**src/rtl/free_list_recover_ctrl_pkg.sv**
```systemverilog
// Shared rename/recovery definitions: FSM state encodings, width helpers and default configuration.
package free_list_recover_ctrl_pkg;

    localparam int unsigned PHY_REG_NUM_DEF  = 64;
    localparam int unsigned RENAME_WIDTH_DEF = 4;
    localparam int unsigned COMMIT_WIDTH_DEF = 4;

    localparam logic [1:0] ST_RUN     = 2'd0;
    localparam logic [1:0] ST_DRAIN   = 2'd1;
    localparam logic [1:0] ST_RESTORE = 2'd2;
    localparam logic [1:0] ST_RESUME  = 2'd3;

    // Pointer width indexes PHY_REG_NUM entries; count width must also hold PHY_REG_NUM itself.
    function automatic int unsigned ptr_width(input int unsigned n);
        return (n > 1) ? $clog2(n) : 1;
    endfunction

    function automatic int unsigned cnt_width(input int unsigned n);
        return $clog2(n + 1);
    endfunction

endpackage

```
**src/rtl/free_list_recover_ctrl_rename_grant_arb.sv**
```systemverilog
// In-order prefix grant: lane i is granted only if lanes 0..i all request and i+1 entries are free.
module rename_grant_arb
#(
    parameter int unsigned WIDTH = 4,
    parameter int unsigned CW    = 7
)(
    input  logic [WIDTH-1:0] req,
    input  logic [CW-1:0]    avail_cnt,
    output logic [WIDTH-1:0] grant
);

    logic prefix_ok;

    always_comb begin
        grant     = '0;
        prefix_ok = 1'b1;
        for (int unsigned i = 0; i < WIDTH; i++) begin
            prefix_ok = prefix_ok & req[i] & (32'(avail_cnt) > i);
            grant[i]  = prefix_ok;
        end
    end

endmodule

```
**src/rtl/free_list_recover_ctrl.sv**
```systemverilog
// Speculative free-list recovery controller: rename grant gating, flush drain/restore FSM, stall counter.
module free_list_recover_ctrl
    import free_list_recover_ctrl_pkg::*;
#(
    parameter  int unsigned PHY_REG_NUM  = PHY_REG_NUM_DEF,
    parameter  int unsigned RENAME_WIDTH = RENAME_WIDTH_DEF,
    localparam int unsigned PW           = ptr_width(PHY_REG_NUM),
    localparam int unsigned CW           = cnt_width(PHY_REG_NUM)
)(
    input  logic                    clk,
    input  logic                    rst_n,
    input  logic                    flush_i,
    input  logic [PW-1:0]           arch_head_i,
    input  logic [PW-1:0]           arch_tail_i,
    input  logic [CW-1:0]           arch_cnt_i,
    input  logic [CW-1:0]           spec_cnt_i,
    input  logic [RENAME_WIDTH-1:0] rename_req_i,
    output logic [RENAME_WIDTH-1:0] rename_grant_o,
    output logic                    rename_stall_o,
    output logic                    restore_o,
    output logic [PW-1:0]           restore_head_o,
    output logic [PW-1:0]           restore_tail_o,
    output logic [CW-1:0]           restore_cnt_o,
    output logic                    busy_o,
    output logic [31:0]             stall_cycles_o
);

    logic [1:0]              state_q;
    logic [1:0]              state_d;
    logic [PW-1:0]           head_q;
    logic [PW-1:0]           tail_q;
    logic [CW-1:0]           cnt_q;
    logic [31:0]             stall_cnt_q;
    logic                    capture_c;
    logic                    restore_c;
    logic                    grant_en_c;
    logic [RENAME_WIDTH-1:0] arb_grant;
    logic [RENAME_WIDTH-1:0] grant_c;
    logic                    stall_c;

    rename_grant_arb #(
        .WIDTH (RENAME_WIDTH),
        .CW    (CW)
    ) u_arb (
        .req       (rename_req_i),
        .avail_cnt (spec_cnt_i),
        .grant     (arb_grant)
    );

    // Next state plus zero-latency grant/restore qualifiers; any flush restarts the drain.
    always_comb begin
        state_d    = state_q;
        capture_c  = 1'b0;
        restore_c  = 1'b0;
        grant_en_c = 1'b0;
        case (state_q)
            ST_RUN: begin
                grant_en_c = ~flush_i;
                if (flush_i) state_d = ST_DRAIN;
            end
            ST_DRAIN: begin
                capture_c = ~flush_i;
                state_d   = flush_i ? ST_DRAIN : ST_RESTORE;
            end
            ST_RESTORE: begin
                restore_c = ~flush_i;
                state_d   = flush_i ? ST_DRAIN : ST_RESUME;
            end
            ST_RESUME: begin
                state_d = flush_i ? ST_DRAIN : ST_RUN;
            end
            default: state_d = ST_RUN;
        endcase
        grant_c = grant_en_c ? arb_grant : '0;
        stall_c = |(rename_req_i & ~grant_c);
    end

    always_ff @(posedge clk) begin
        if (!rst_n) begin
            state_q <= ST_RUN;
        end else begin
            state_q <= state_d;
        end
    end

    // Architectural snapshot taken once the last commit frees have settled.
    always_ff @(posedge clk) begin
        if (!rst_n) begin
            head_q <= '0;
            tail_q <= '0;
            cnt_q  <= CW'(PHY_REG_NUM);
        end else if (capture_c) begin
            head_q <= arch_head_i;
            tail_q <= arch_tail_i;
            cnt_q  <= arch_cnt_i;
        end
    end

    always_ff @(posedge clk) begin
        if (!rst_n) begin
            stall_cnt_q <= '0;
        end else if (stall_c && (stall_cnt_q != 32'hFFFF_FFFF)) begin
            stall_cnt_q <= stall_cnt_q + 32'd1;
        end
    end

    assign rename_grant_o = grant_c;
    assign rename_stall_o = stall_c;
    assign restore_o      = restore_c;
    assign restore_head_o = head_q;
    assign restore_tail_o = tail_q;
    assign restore_cnt_o  = cnt_q;
    assign busy_o         = (state_q != ST_RUN);
    assign stall_cycles_o = stall_cnt_q;

endmodule

```
**config.mk**
```make
export PLATFORM = sky130hd
export DESIGN_NAME = free_list_recover_ctrl
export DESIGN_NICKNAME = d
export VERILOG_FILES = /design/src/rtl/free_list_recover_ctrl_pkg.sv /design/src/rtl/free_list_recover_ctrl_rename_grant_arb.sv /design/src/rtl/free_list_recover_ctrl.sv
export SDC_FILE = /design/constraint.sdc
export NUM_CORES = 1
export LEC_CHECK = 0
export ABC_CLOCK_PERIOD_IN_PS = 5200
export BUFFER_PORTS_ARGS = -buffer_cell sky130_fd_sc_hd__buf_2
export CAP_MARGIN = 20
export CORE_MARGIN = 2
export CORE_UTILIZATION = 53
export DETAILED_ROUTE_END_ITERATION = 8
export GPL_TIMING_DRIVEN = 0
export PLACE_DENSITY = 0.85
export SLEW_MARGIN = 20
export SYNTH_ARGS = -nofsm -noshare
export SYNTH_HDL_FRONTEND = slang
export SYNTH_SLANG_ARGS = --single-unit
```
**constraint.sdc**
```tcl
create_clock -name clk -period 5.2 [get_ports clk]
set_input_delay 0 -clock clk [delete_from_list [all_inputs] [get_ports clk]]
set_output_delay 0 -clock clk [all_outputs]
set_load 0.01 [all_outputs]
```
* After elaboration in Yosys (flattened, before gate mapping)
Cells that the tools add are included.
Word-level totals: register bits after elaboration 53, bits in latches 0, bits in writable memories 0, ROM bits 0, input bits 33, output and inout port bits 58, word-level logic and storage cells 38, memories kept 0
Operators by class: add/subtract/negate cells 1, multipliers 0, div/mod/pow operators 0, $lt $le $gt $ge 4, equal/unequal tests 5, shift-type cells 0, muxes and demuxes 9, bitwise operators 10, reductions and logical operators 4
Operator list (number):
- $add A32 B1 Y32 const B | 1
- $ne A32 B32 Y1 const B | 1
- $gt A7 B1 Y1 const B | 2
- $gt A7 B2 Y1 const B | 2
- $pmux W2 S4 | 1
- $and A1 B1 Y1 | 7
- $mux W2 | 3
- $and A4 B4 Y4 | 1
- $eq A2 B2 Y1 const B | 2
- $mux W1 | 4
- $mux W4 | 1
- $not A4 Y4 | 1
- $reduce_or A4 Y1 | 1
- $eq A2 B1 Y1 const B | 1
- $logic_not A2 Y1 | 1
- $ne A2 B2 Y1 const B | 1
- $reduce_bool A2 Y1 | 1
- $logic_and A1 B1 Y1 | 1
- $not A1 Y1 | 1

* Longest topological paths before layout
Gate-level depths: netlist of the first run.
depth in word-level cells 13, mapped depth 10, mapped depth without buffers 6

* Hierarchy
A second synthesis of the first run with hierarchy kept.
Second synthesis, totals: cells, all modules 320, area, all modules 2713.9 um2
By module, submodules not included:
- free_list_recover_ctrl | instances 1, cells each 306, area an instance 2632.5 um2, sequential area each 1061.0 um2
- rename_grant_arb | instances 1, cells each 14, area an instance 81.3 um2, sequential area each 0.0 um2

* Worst setup path after synthesis of the first run
OpenSTA, ideal clock, no wires.
path type register -> register, start point register stall_cnt_q[0], in the netlist stall_cycles_o[0], end point register stall_cnt_q[21], in the netlist stall_cycles_o[21], library setup time 70 ps, arrival time 2045 ps, data required time 5130 ps, slack 3084 ps, cell stages (with the launch flop) 10, path buffers 3, period minus slack after synthesis 2116 ps, cell sequence dfxtp_1 > ha_1 > and3_1 > buf_6 > and2_4 > and3_1 > buf_6 > buf_6 > or4_1 > a21oi_1
Between the ends: word-level cells in the longest chain between the ends 2, elaborated cells between the ends (all ways) 3, classes of those cells add/sub: 1; eq/ne: 1; reduce/logical: 1
Ends and longest elaborated chain:
- start, declared | line free_list_recover_ctrl.sv:33 | logic [31:0] stall_cnt_q;
- start signal, assigned | line free_list_recover_ctrl.sv:103 | stall_cnt_q <= stall_cnt_q + 32'd1;
- branches (longest 2 deep; another with $add A32 B1 Y32)
Several ways; the timed one is not identified. A chain may end at the register's enable or synchronous reset.

* Worst setup path after layout of the first run
start point register state_q[1], end point output rename_stall_o
Between the ends: word-level cells in the longest chain between the ends 6
Ends and longest elaborated chain:
- start, declared | line free_list_recover_ctrl.sv:28 | logic [1:0] state_q;
- start signal, assigned | line free_list_recover_ctrl.sv:82 | state_q <= state_d;
- $logic_not A2 Y1 | line free_list_recover_ctrl.sv:56 | case (state_q)
- $mux W1 | line free_list_recover_ctrl.sv:56
- $mux W4 | line free_list_recover_ctrl.sv:74 | grant_c = grant_en_c ? arb_grant : '0;
- $not A4 Y4 | line free_list_recover_ctrl.sv:75 | stall_c = |(rename_req_i & ~grant_c);
- $and A4 B4 Y4 | line free_list_recover_ctrl.sv:75
- $reduce_or A4 Y1 | line free_list_recover_ctrl.sv:75
- end, declared | line free_list_recover_ctrl.sv:19 | output logic rename_stall_o,
Every way passes these cells.

==> flow_metrics.tcl, run 1 <==
set metrics [dict create \
    drtPass1Iterations 5 \
    cp.required_ps 5200 \
    syn_to_final_growth_pct 32.63 \
    multiInputGateArea_sq_um 1368 \
    hold_ws_ps 109.1 \
    min_period_ps 2350 \
    ys_ff_latch 53 \
    place_hpwl_um 4923 \
    synthFlopType "dfxtp_1" \
    r2r_start "stall_cycles_o[0]" \
    leakagePower_uw 0.001395 \
    final_common_cell "buf_2" \
    maxCapViolations 0 \
    end_kind "output pin" \
    synth_top_family_by_area "simple AND/OR/NAND/NOR gates" \
    clock_skew_ps 10.51 \
    drt_iter0_markers 259 \
    grtUsageMet3_pct 2.846 \
    yosys.area_share.adder_pct 0.4826 \
    clockBufferDepth 2 \
    vias_per_cell 5.783 \
    synthArstFlopShare_pct 0 \
    worst_pin_slew_ps 503.4 \
    yosysWarnings 0 \
    antenna_found_initial 0 \
    p_seq_share_pct 52.9 \
    synth_xor_area_share_pct 0.3378 \
    ys_seq_area_share_pct 40.93 \
    fin_util_pct 72.79 \
    final.period_utilization_pct 45.19 \
    ios 91 \
    yosysUniqueCellTypes 42 \
    met1_usage_pct 34.60 \
    numCtsBuffers 5 \
    io_buffers 89 \
    start_util_pct 54.89 \
    synthSimpleGateAreaFrac_pct 30.50 \
    cts_setup_buffers 0 \
    insertion_delay_ps 310 \
    cts_hold_buf 20 \
    p_clk_share_pct 35.5 \
    cts_tree "yes" \
    clock-root-buffer "clkbuf_8" \
    cpPeakStageDelay_ps 520 \
    ir_drop_mv 0.1198 \
    post-place-cells 478 \
    grt_max_degree 17 \
    path_max_fanout 10 \
    fill_cells 344 \
    crit_path_start "state_q[1]" \
    grt_pass1_wl_um 11650 \
    instances_no_fill 507 \
    switchingPower_uw 198.0 \
    min_path_cells 3 \
    cts.repair.resized 0 \
    grt_use_total_pct 26.72 \
    drcViolationCount 0 \
    combinationalPowerShare_pct 11.6 \
    crit_type "register to output pin" \
    antenna_left 0 \
    crit_slowest_cell "or4b_1" \
    setup_ws_ps 2850 \
    met2_usage_pct 46.03 \
    slew_headroom_pct 66.44 \
    rows 25 \
    hp-start "rst_n" \
    start_kind "register" \
    register_area_sq_um 1061 \
    layout_common_cells "95 x buf_2, 65 x nand2_1, 53 x dfxtp_1" \
    muxShareOfSynthArea_pct 1.931 \
    slew_violations 0 \
    antenna_cells 0 \
    netlist_instances 322 \
    swShare_pct 24.77 \
    setup_tns_ps 0 \
    timing.final.hold_violations 0 \
    place_ws_ps 2907 \
    max_freq_ghz 0.4255 \
    hold_path.class "input pin to register" \
    synth_edf_count 0 \
    grt_overflow 0 \
    avgSynthCellArea_sq_um 8.051 \
    status "complete, no violations" \
    wl_per_cell_um 14.61 \
    fp.dieH_um 73.94 \
    rsz0062_at_grt "no" \
    synth_compound_area_share_pct 19.50 \
    r2r_cells 10 \
    numClockSinks 53 \
    setup_viol 0 \
    synth_area_sq_um 2592 \
    grt_pass1_vias 2564 \
    die_area_sq_um 5467 \
    arrival_ps 2350 \
    internal_power_uw 601.5 \
    dieWidth_um 73.94 \
    crit_chain "or4b_1, buf_2, a31oi_2, o221ai_2, nor2_4, buf_6, buf_6, inv_2, buf_2" \
    syn_nets 356 \
    clkTransAtPathRegs_ps 100 \
    coreArea_sq_um 4723 \
    nets 473 \
    power_density_nw_per_um2 232.5 \
    vias 2932 \
    grt-busiest-layer "met2" \
    h-tree-depth 2 \
    drt-total-wl_um 7409 \
    place.gp.congestion 0.7745 \
    drive_above_1_share_pct 26.82 \
]
## through the flow
| stage | power (uW) | instance area, sq um |
|---|---|---|
| floorplan | 475.8 | 2592 |
| finish | 799.5 | 3438 |
| global placement | 508.8 | 3122 |
| CTS | 796.9 | 3433 |
| detailed placement | 511.1 | 3122 |
| global route | 825.0 | 3438 |
## cells in the mapped netlist, drive strengths merged (2+ instances only)
library cell	n	share of area, %
dfxtp	53	41
and4	2	0.77
inv	7	1.0
nand2	65	9.4
clkbuf	10	1.4
and3	7	1.7
or4	20	5.8
o311ai	2	0.68
buf	12	3.7
mux2i	5	1.9
o21ai	6	1.2
nor3	6	1.4
nor2	12	2.0
a21oi	44	8.5
or3	5	1.2
nand2b	7	1.7
o41ai	2	0.68
nor3b	3	0.87
o31ai	21	6.1
nand3	9	1.7
nand4	9	2.2
or2	2	0.48
a211oi	3	1.1
## path summary, 6_finish.rpt
path	end	slack (ps)
max	rename_stall_o	2850
min	stall_cycles_o[25]	110
min reg2reg	restore_head_o[5]	460
max reg2reg	stall_cycles_o[12]	2850
## worst max-delay path, delay by kind of cell, from the launching register on
family / cells / cell delay [ps]
AND/OR/NAND/NOR: 2 / 690
AO/OA/AOI/OAI: 2 / 340
buffers and inverters: 5 / 640
flip-flops: 1 / 380
## cell type report
| cell class | instances | share of cell area, % |
|---|---|---|
| flip-flops and latches | 53 | 30.86 |
| clock inverters | 2 | 1.128 |
| multi-input cells | 239 | 39.77 |
| inverters | 8 | 0.8734 |
| clock buffers | 6 | 2.111 |
| plain buffers | 22 | 3.894 |
| well taps | 67 | 2.438 |
| repair buffers | 110 | 18.92 |
## metal layers
layer  wire [um]  share of wire (%)
met1        3111                 42
met5           0                  0
met3         408                5.5
met2        3718                 50
met4         170                2.3
## cells by family after synthesis
kind of cell / Yosys count
buffers and inverters: 30
AOI/OAI and AO/OA: 81
and+or+nand+nor: 151
xor gates and xnor gates: 1
DFF: 53
adders and majority gates: 1
muxes: 5
## power by group through the flow
stage | combinational (uW) | clock (uW) | sequential, uW
after floorplan | 41.3 | 0 | 435
after global placement | 77.2 | 0 | 432
after detailed placement | 79.0 | 0 | 432
after CTS | 90.8 | 284 | 423
after global routing | 102 | 299 | 424
final | 92.8 | 284 | 423
## state kept, by name, indices dropped and copies added, names as in the netlist
register,cells
restore_cnt_o,7
restore_head_o,6
restore_tail_o,6
stall_cycles_o,32
state_q,2
No activity file was read; power rests on OpenSTA's default activity.
==> run 2: changes to the inputs <==
--- a/config.mk
+++ b/config.mk
@@ -5,14 +5,15 @@
 export SDC_FILE = /design/constraint.sdc
 export NUM_CORES = 1
 export LEC_CHECK = 0
-export ABC_CLOCK_PERIOD_IN_PS = 5200
+export ABC_AREA = 1
+export ABC_CLOCK_PERIOD_IN_PS = 2000
 export BUFFER_PORTS_ARGS = -buffer_cell sky130_fd_sc_hd__buf_2
 export CAP_MARGIN = 20
 export CORE_MARGIN = 2
-export CORE_UTILIZATION = 53
+export CORE_UTILIZATION = 47
 export DETAILED_ROUTE_END_ITERATION = 8
 export GPL_TIMING_DRIVEN = 0
-export PLACE_DENSITY = 0.85
+export PLACE_DENSITY = 0.78
 export SLEW_MARGIN = 20
 export SYNTH_ARGS = -nofsm -noshare
 export SYNTH_HDL_FRONTEND = slang
==> constraint.sdc (replaced) <==
create_clock -name clk -period 2 [get_ports clk]
set_input_delay 0 -clock clk [delete_from_list [all_inputs] [get_ports clk]]
set_output_delay 0 -clock clk [all_outputs]
set_load 0.01 [all_outputs]
==> flow_metrics.tcl, run 2 <==
set metrics [dict create \
    start_kind "register" \
    drt_iter0_markers 226 \
    netlist_instances 472 \
    synth_edf_count 0 \
    arrival_ps 2030 \
    start_util_pct 48.08 \
    min_period_ps 1853 \
    grt_pass1_vias 3315 \
    place_hpwl_um 6220 \
    syn_to_final_growth_pct 30.76 \
    fp.dieH_um 84.13 \
    clkTransAtPathRegs_ps 100 \
    io_buffers 90 \
    status "complete, no violations" \
    place.gp.congestion 0.9449 \
    rows 29 \
    yosysWarnings 0 \
    crit_path_start "stall_cycles_o[0]" \
    ios 91 \
    hp-start "flush_i" \
    largest_register_ffs 32 \
    crit_type "register to register" \
    h-tree-depth 2 \
    slew_headroom_pct 63.13 \
    max_freq_ghz 0.5397 \
    cp.required_ps 2180 \
    layout_common_cells "161 x nand2_1, 93 x buf_2, 55 x nor2_1" \
    numClockSinks 53 \
    final_common_cell "nand2_1" \
    path_max_fanout 10 \
    grt_overflow 0 \
    ir_drop_mv 0.3948 \
    clockBufferDepth 2 \
    insertion_delay_ps 310 \
    setup_viol 0 \
    timing.final.hold_violations 0 \
    finalInstanceArea_sq_um 3946 \
    placed_area_sq_um 3565 \
    coreArea_sq_um 6277 \
    grt_use_total_pct 24.88 \
    drive_above_1_share_pct 21.38 \
    dieWidth_um 84.13 \
    drt-total-wl_um 8735 \
    drtPass1Iterations 5 \
    slew_violations 0 \
    wl_per_cell_um 13.02 \
    cts_tree "yes" \
    yosysMostFrequentCell "nand2_1" \
    antenna_left 0 \
    end_kind "register" \
    drcViolationCount 0 \
    hold_ws_ps 26.13 \
    worst_pin_slew_ps 548.9 \
    yosysUniqueCellTypes 29 \
    antenna_cells 0 \
    synth_area_sq_um 3018 \
    ys_seq_area_share_pct 35.16 \
    rsz0062_at_grt "no" \
    clock-root-buffer "clkbuf_8" \
    synth_top_area_share_pct 35.16 \
    synth_top_cells_by_area "dfxtp_1 35%, nand2_1 20%, a21oi_1 8.5%" \
    synth_top_area_cell "dfxtp_1" \
    synthArstFlopShare_pct 0 \
    die_area_sq_um 7078 \
    synth_commonest_cells "161 x nand2_1, 57 x nor2_1, 53 x dfxtp_1" \
    grt_max_degree 17 \
    hold_path.class "input pin to register" \
    ys_ff_latch 53 \
    syn_nets 506 \
    avgSynthCellArea_sq_um 6.394 \
    maxCapViolations 0 \
    fill_cells 578 \
    power_density_nw_per_um2 527.7 \
    clock_skew_ps 13.59 \
    grt_pass1_wl_um 14620 \
    vias 3463 \
    leakagePower_uw 0.001739 \
    antenna_found_initial 0 \
    numCtsBuffers 5 \
    vias_per_cell 5.161 \
    final.period_utilization_pct 92.64 \
    synthFlopType "dfxtp_1" \
    nets 628 \
    r2r_start "stall_cycles_o[0]" \
]
## run 2: cell families after synthesis
| logic type | synth area share, % |
|---|---|
| XOR/XNOR | 5.514 |
| adder cells (fa/ha/maj) | 0.4145 |
| flip-flops | 35.16 |
| AO/OA/AOI/OAI | 9.121 |
| buffers and inverters | 7.462 |
| AND/OR/NAND/NOR | 42.33 |
## run 2: routing by layer
| layer | track usage, % | part of all wire (%) | wire length (um) | up-vias |
|---|---|---|---|---|
| li1 | - | - | - | 1746 |
| met1 | 31.43 | 42 | 3701 | 1546 |
| met2 | 42.28 | 48 | 4169 | 152 |
| met3 | 5.310 | 7.9 | 686 | 19 |
| met4 | 8.211 | 2.0 | 178 | 0 |
| met5 | 0 | 0 | 0 | - |
## run 2: final cells by class
| cell class | count | area [sq um] | share of cell area (%) |
|---|---|---|---|
| Buffer | 18 | 102.6 | 2.600 |
| Multi-Input combinational cell | 366 | 1754 | 44.45 |
| Tap cell | 77 | 96.34 | 2.441 |
| Clock inverter | 2 | 38.79 | 0.9829 |
| Sequential cell | 53 | 1066 | 27.01 |
| Timing Repair Buffer | 115 | 688.2 | 17.44 |
| Inverter | 35 | 131.4 | 3.329 |
| Clock buffer | 5 | 68.82 | 1.744 |
## run 2: timing repair
action	CTS	global route
resized for setup	6	8
pin swaps	1	3
hold buffers	20	0
cloned	0	0
hold endpoints to repair	20	0
setup buffers	1	4
setup endpoints to repair	31	32
## run 2: path summary, 6_finish.rpt
path	depth (start not counted)	to	slack, ps
hold / removal	3	state_q[1]	30
setup reg to reg	9	stall_cycles_o[8]	150
hold reg to reg	2	restore_tail_o[1]	470
setup / recovery	9	stall_cycles_o[8]	150
## run 2: critical path: stages (launching register included)
cell	delay (ps)
dfxtp_4	410
ha_4	170
nand2_2	100
nor2_4	150
nand3b_4	120
nor3_4	150
nand4_4	170
clkbuf_2	250
nand3_1	130
a21oi_1	70
## run 2: report_power, final
part,internal (uW),switching [uW],total [uW]
Sequential,1080,20.8,1100
Clock,371,373,745
Combinational,111,128,239
## run 2: metrics by stage
step	setup slack [ps]	power, uW	setup TNS [ps]	instances	utilization [%]
2_1_floorplan	129.2	1229	0	472	-
3_3_place_gp	-107.1	1310	-2685	639	56.79
3_5_place_dp	-172.8	1316	-4206	639	56.79
4_1_cts	24.91	2079	0	667	61.97
5_1_grt	1.426	2148	0	671	62.87
6_report	147.2	2082	0	671	62.87
